## src/rtl/muxn_pkg.sv

```systemverilog
// Shared constants and helpers for the N-input pipelined select stage.
package muxn_pkg;

    // Select encodings
    localparam int SEL_BINARY = 0;
    localparam int SEL_ONEHOT = 1;

    // Illegal-select counter geometry
    localparam int             ERR_CNT_W   = 8;
    localparam logic [ERR_CNT_W-1:0] ERR_CNT_MAX = 8'd255;

    // Width of the select bus for a given input count and encoding
    function automatic int sel_w(input int n_in, input int mode);
        if (mode == SEL_ONEHOT) begin
            return n_in;
        end
        return $clog2(n_in);
    endfunction

endpackage

```

## src/rtl/muxn_sel_decode.sv

```systemverilog
// Combinational select decoder: turns a binary index or one-hot vector
// into a one-hot grant and flags encodings that name no valid input.
module muxn_sel_decode
    import muxn_pkg::*;
#(
    parameter int N_IN     = 4,
    parameter int SEL_MODE = SEL_BINARY,
    localparam int SW      = sel_w(N_IN, SEL_MODE)
) (
    input  logic [SW-1:0]   i_sel,
    output logic [N_IN-1:0] o_grant,
    output logic            o_illegal
);

    generate
        if (SEL_MODE == SEL_ONEHOT) begin : g_onehot
            // The vector already is the grant; only exactly one bit set is usable
            assign o_grant   = i_sel;
            assign o_illegal = !$onehot(i_sel);
        end else begin : g_binary
            genvar gi;
            for (gi = 0; gi < N_IN; gi++) begin : g_grant
                assign o_grant[gi] = (i_sel == SW'(gi));
            end
            // With a power-of-two input count every index is populated
            if (N_IN == (1 << SW)) begin : g_full
                assign o_illegal = 1'b0;
            end else begin : g_partial
                assign o_illegal = ({1'b0, i_sel} >= (SW+1)'(N_IN));
            end
        end
    endgenerate

endmodule

```

## src/rtl/muxn_pipe.sv

```systemverilog
// N-input multiplexer followed by a pipeline register with valid, stall,
// flush, illegal-select substitution and a saturating illegal-select count.
module muxn_pipe
    import muxn_pkg::*;
#(
    parameter int            NB          = 32,
    parameter int            N_IN        = 4,
    parameter int            SEL_MODE    = SEL_BINARY,
    parameter logic [NB-1:0] DEFAULT_VAL = '0,
    localparam int           SW          = sel_w(N_IN, SEL_MODE)
) (
    input  logic                 i_clk,
    input  logic                 i_rst_n,
    input  logic                 i_valid,
    input  logic                 i_stall,
    input  logic                 i_flush,
    input  logic [SW-1:0]        i_sel,
    input  logic [N_IN*NB-1:0]   i_data,
    output logic [NB-1:0]        o_data,
    output logic                 o_valid,
    output logic                 o_sel_err,
    output logic [ERR_CNT_W-1:0] o_err_cnt
);

    logic [N_IN-1:0]      w_grant;
    logic                 w_illegal;
    logic [NB-1:0]        w_masked [N_IN];
    logic [NB-1:0]        w_sel_data;
    logic [NB-1:0]        w_next_data;

    logic [NB-1:0]        r_data;
    logic                 r_valid;
    logic                 r_sel_err;
    logic [ERR_CNT_W-1:0] r_err_cnt;

    muxn_sel_decode #(
        .N_IN     (N_IN),
        .SEL_MODE (SEL_MODE)
    ) u_decode (
        .i_sel     (i_sel),
        .o_grant   (w_grant),
        .o_illegal (w_illegal)
    );

    // Gate each input word by its grant bit
    genvar gi;
    generate
        for (gi = 0; gi < N_IN; gi++) begin : g_mask
            assign w_masked[gi] = {NB{w_grant[gi]}} & i_data[gi*NB +: NB];
        end
    endgenerate

    // OR-reduce the gated words; illegal selects fall back to the default word
    always_comb begin
        w_sel_data = '0;
        for (int k = 0; k < N_IN; k++) begin
            w_sel_data = w_sel_data | w_masked[k];
        end
        w_next_data = w_illegal ? DEFAULT_VAL : w_sel_data;
    end

    // Pipeline register: flush beats stall beats load; counter only moves on accepted illegal words
    always_ff @(posedge i_clk or negedge i_rst_n) begin
        if (!i_rst_n) begin
            r_data    <= '0;
            r_valid   <= 1'b0;
            r_sel_err <= 1'b0;
            r_err_cnt <= '0;
        end else if (i_flush) begin
            r_data    <= '0;
            r_valid   <= 1'b0;
            r_sel_err <= 1'b0;
        end else if (!i_stall) begin
            if (i_valid) begin
                r_data    <= w_next_data;
                r_valid   <= 1'b1;
                r_sel_err <= w_illegal;
                if (w_illegal && (r_err_cnt != ERR_CNT_MAX)) begin
                    r_err_cnt <= r_err_cnt + 1'b1;
                end
            end else begin
                r_valid   <= 1'b0;
                r_sel_err <= 1'b0;
            end
        end
    end

    assign o_data    = r_data;
    assign o_valid   = r_valid;
    assign o_sel_err = r_sel_err;
    assign o_err_cnt = r_err_cnt;

endmodule

```

## config.mk

```make
export PLATFORM = sky130hd
export DESIGN_NAME = muxn_pipe
export DESIGN_NICKNAME = d
export VERILOG_FILES = /design/src/rtl/muxn_pkg.sv /design/src/rtl/muxn_sel_decode.sv /design/src/rtl/muxn_pipe.sv
export SDC_FILE = /design/constraint.sdc
export NUM_CORES = 1
export LEC_CHECK = 0
export ABC_AREA = 1
export ABC_CLOCK_PERIOD_IN_PS = 890
export CORE_MARGIN = 2
export CORE_UTILIZATION = 35
export CTS_BUF_LIST = sky130_fd_sc_hd__clkbuf_4
export DETAILED_ROUTE_END_ITERATION = 7
export PLACE_DENSITY = 0.82
export SLEW_MARGIN = 25
export SYNTH_ARGS = -nofsm -noshare
export SYNTH_HDL_FRONTEND = slang
export SYNTH_SLANG_ARGS = --single-unit
```

## constraint.sdc

```tcl
create_clock -name i_clk -period 0.89 [get_ports i_clk]
set_clock_uncertainty 0.05 [all_clocks]
set_input_delay 0.178 -clock i_clk [delete_from_list [all_inputs] [get_ports i_clk]]
set_output_delay 0.178 -clock i_clk [all_outputs]
set_load 0.03 [all_outputs]
```

======== Word level (Yosys, flattened, before mapping) ========
Index checks and enable logic that the tools add are counted.
storage, ports and cells
  flip-flop bits (word level) ............. 34
  input port bits ......................... 135
  output and inout bits ................... 42
  logic and storage cells ................. 25
operators by class
  eq/ne operators ......................... 4
  multiplexer cells ....................... 8
  bitwise operators ....................... 7
  reduce and logical (&&, ||, !) cells .... 3
operators with widths
  operator              count
  $and A32 B32 Y32      4
  $mux W32              3
  $or A32 B32 Y32       3
  $mux W1               5
  $eq A2 B2 Y1 const B  2
  $eq A2 B1 Y1 const B  1
  $logic_not A2 Y1      1
  $ne A2 B1 Y1 const B  1
  $reduce_and A2 Y1     1
  $reduce_bool A2 Y1    1

======== Longest topological paths before layout ========
  depth after elaboration ................. 8
  gate-level depth with buffers ........... 6
  mapped depth without buffers ............ 5

======== Modules after synthesis ========
Synthesis repeated with hierarchy kept, for this count alone.
second synthesis, totals
  cells, all modules ...................... 395
  area, all modules ....................... 2608.8 sq um
modules (own cells, without submodules)
  module           times used  cells each  area each (sq um)  sequential area each (sq um)
  muxn_pipe        1           386         2571.2             1051.0
  muxn_sel_decode  1           9           37.5               0.0

======== Worst setup path before layout ========
Ideal clock, no wire load.
  path type ............................... input-to-reg
  start point ............................. input i_sel[1]
  end point ............................... register r_data[0], in the netlist o_data[0]
  library setup time ...................... 0.120 ns
  arrival time ............................ 0.753 ns
  data required time ...................... 0.720 ns
  path slack .............................. -0.034 ns
  stages on the path ...................... 6
  buffers on the path ..................... 2
  cell sequence ........................... buf_4 -> buf_4 -> nand3_1 -> nand2_1 -> o21ai_1 -> nand2_1
on the way
  longest elaborated chain between the ends .. 8
  elaborated cells on any way between the ends .. 14
  those cells by class .................... 3 x eq/ne; 3 x mux; 7 x bitwise; 1 x reduce/logical
ends and longest elaborated chain
  what                                              line                   RTL
  start, declared                                   muxn_pipe.sv:17        input logic [SW-1:0] i_sel,
  $eq A2 B1 Y1 or $logic_not A2 Y1 (tied branches)  muxn_sel_decode.sv:23  assign o_grant[gi] = (i_sel == SW'(gi));
  $and A32 B32 Y32                                  muxn_pipe.sv:49        assign w_masked[gi] = {NB{w_grant[gi]}} & i_data[gi*NB +: NB];
  $or A32 B32 Y32 (2 in a row)                      muxn_pipe.sv:57        w_sel_data = w_sel_data | w_masked[k];
  $or A32 B32 Y32 (*)                               muxn_pipe.sv:57
  $mux W32 (*)                                      muxn_pipe.sv:74        if (i_valid) begin
  $mux W32 (*)                                      muxn_pipe.sv:73        end else if (!i_stall) begin
  $mux W32 (*)                                      muxn_pipe.sv:69        end else if (i_flush) begin
  end signal, assigned                              muxn_pipe.sv:75        r_data <= w_next_data;
  end, declared                                     muxn_pipe.sv:31        logic [NB-1:0] r_data;
Every way passes the cells marked *; elsewhere a longest branch is shown, timed or not. The select of a mux whose other input is x is not followed.
A chain may end at the register's enable or synchronous reset.

======== Final worst setup path ========
  start point ............................. register r_data[0], in the netlist o_data[0]
  end point ............................... output o_data[0]
RTL lines
  what           line             RTL
  end, declared  muxn_pipe.sv:19  output logic [NB-1:0] o_data,
No word-level cell between the ends.

==> metrics.md <==
| Metric | Value |
|---|---|
| Drt total wl | `9.55 mm` |
| Sequential area share after synthesis | `33.9%` |
| Cell count after synthesis | `370` |
| Critical path type | `reg -> out` |
| Clk_lat worst skew | `0.34 ns` |
| ANT cells | `0` |
| Routed vias | `3164` |
| CTS Sinks | `33` |
| Fin crit period | `1.14 ns` |
| Arr. time, crit path | `0.91 ns` |
| Post-route insts no fill | `641` |
| End-of-flow core utilization | `67.8%` |
| Layout Nets | `695` |
| Min Hold Slack | `0.258 ns` |
| HP Class | `in -> async` |
| Syn. warnings | `0` |
| IO buf count | `167` |
| Initial antenna violation count | `0` |
| First-pass GRT wire length | `14.3 mm` |
| CTS Buf Count | `5` |
| DRC | `0` |
| Initial DRC Count | `149` |
| Remaining antenna violation count after routing | `0` |
| GR Overflow Total | `0` |
| Synth cell types | `14` |
| Critical path's slowest cell | `dfrtp_1` |
| Vias in the first global route | `3052` |
| Most frequent cells in the layout | `nand2_1, clkdlybuf4s50_1, nand3_1` |
| Root Driver | `clkbuf_4` |
| Crit path max fanout | `2` |
| MaxCap Viol Count | `0` |
| Routability cong. | `0.856` |
| Highest Clock Rate | `876 MHz` |
| Cell area after synthesis | `0.00244 mm²` |
| Drt first pass iters | `4` |
| CP endpoint kind | `primary output` |
| Die Wd | `87.5 µm` |
| Status | `complete, but fails checks` |
| WP data required | `0.66 ns` |
| FP Rows | `30` |
| CP top delay family | `flip-flops` |
| Crit-path cells | `buf_6` |
| CTS tree | `yes` |
| RSZ-0062 raised after global routing | `true` |
| Setup TNS | `-7.65 ns` |
| CTS max path bufs | `2` |
| Setup WS post-layout | `-0.252 ns` |
| CP Depth | `1` |
| Violated checks | `negative setup slack` |
| Fillers | `572` |
| Max-slew violations | `0` |
| Yosys reg bits | `33` |
| Power per cell area | `946 mW/mm²` |
| # IOs | `177` |
| Bufs and invs on worst path | `1` |
| Post-place instance area | `0.00412 mm²` |
| Area growth from synthesis to final layout | `88.0%` |
| R2R cell count | `4` |
| Hpwl dp | `6.54 mm` |
| Overall Global Routing Usage | `24.0%` |
| Post-DR wirelength/cell | `14.9 µm` |
| Die H | `87.5 µm` |
| CP peak stage delay | `0.42 ns` |
| P_leak | `0.00236 µW` |
| Placed insts | `606` |
| Most common cell after layout, fill and taps aside | `nand2_1` |
| Layout cells sized above 1 | `19.8%` |
| Final setup vio count | `35` |
| Initial Util | `36.1%` |
| Final Hold Viols | `0` |
| Syn avg cell area | `6.59 µm²` |
| H-tree depth | `2` |
| CTS clock-pin slew for the worst setup and hold paths | `0.10 ns` |
| Final Cell Area | `0.00458 mm²` |
| Period utilization | `128%` |
| Die area | `0.00765 mm²` |
| Routed vias/inst | `4.94` |
| Worst VDD drop | `0.404 mV` |
| CP Launch Type | `flip-flop` |
| Core area | `0.00676 mm²` |
| Largest net degree at the start of global routing | `34` |
[layer usage]
metal / up-vias / GRT usage, % / wire (µm)
li1: 1576 / - / -
met1: 1456 / 26.7 / 3800
met2: 121 / 45.5 / 5080
met3: 11 / 4.74 / 529
met4: 0 / 7.27 / 144
met5: - / 0 / 0
[cell type report]
class | instances | area, µm² | share of cell area (%)
Sequential cell | 33 | 826 | 18.0
Inverter | 3 | 11.3 | 0.246
Multi-Input combinational cell | 304 | 1390 | 30.2
Tap cell | 80 | 100 | 2.18
Clock buffer | 8 | 60.1 | 1.31
Timing Repair Buffer | 213 | 2200 | 48.0
[path summary, 6_finish.rpt]
path	slack (ns)	to	from
min in group i_clk	0.28	o_valid$_DFFE_PN0P_	i_stall
setup reg to reg	-0.02	o_data[6]$_DFFE_PN0P_	o_data[6]$_DFFE_PN0P_
hold reg to reg	0.47	o_data[27]$_DFFE_PN0P_	o_data[27]$_DFFE_PN0P_
max in group asynchronous	0.34	o_data[24]$_DFFE_PN0P_	i_rst_n
hold / removal	0.26	o_data[29]$_DFFE_PN0P_	i_rst_n
setup / recovery	-0.25	o_data[0]	o_data[0]$_DFFE_PN0P_
[state kept, by name, indices dropped and copies added (netlist names)]
register / flops
o_data: 32
o_valid: 1
[cells in the mapped netlist]
cell type	instances	area, µm²
a21oi_2	1	8.76
buf_2	12	60.1
buf_4	16	120
buf_6	7	78.8
clkbuf_1	3	11.3
conb_1	1	3.75
dfrtp_1	33	826
inv_2	3	11.3
nand2_1	162	608
nand3_1	86	430
nand3_2	10	100
nor2_1	2	7.51
nor2_2	1	6.26
o21ai_1	33	165
[logic make-up (layout without fill, tap and decap cells)]
logic type / Yosys count / after routing / synth area share [%]
buffers and inverters: 41 / 224 / 11.6
AO/OA/AOI/OAI: 34 / 34 / 7.14
AND/OR/NAND/NOR: 261 / 261 / 47.3
flip-flops: 33 / 33 / 33.9
other: 1 / 9 / 0.154
[per-stage QoR]
step	power [µW]	setup slack (ns)
after floorplan	2360	0.0143
after global placement	3220	-0.457
after detailed placement	3240	-0.514
after CTS	4330	-0.272
after global routing	4560	-0.297
final	4340	-0.252
[tightest hold or removal path: stages]
cell	delay, ns
dlygate4sd3_1	0.51
buf_2	0.12
buf_12	0.21
[timing repair]
item / CTS / global route
hold buffers: 1 / 0
buffers inserted: 17 / 10
pin swaps: 3 / 2
hold endpoints to repair: 33 / 0
resized for setup: 44 / 6
setup endpoints to repair: 65 / 47
cloned: 2 / 0
[power breakdown]
group	internal, µW	switching, µW
clock	406	517
combinational	983	798
sequential	1570	59.6
total	2960	1370
(Power assumes the default switching activity.)
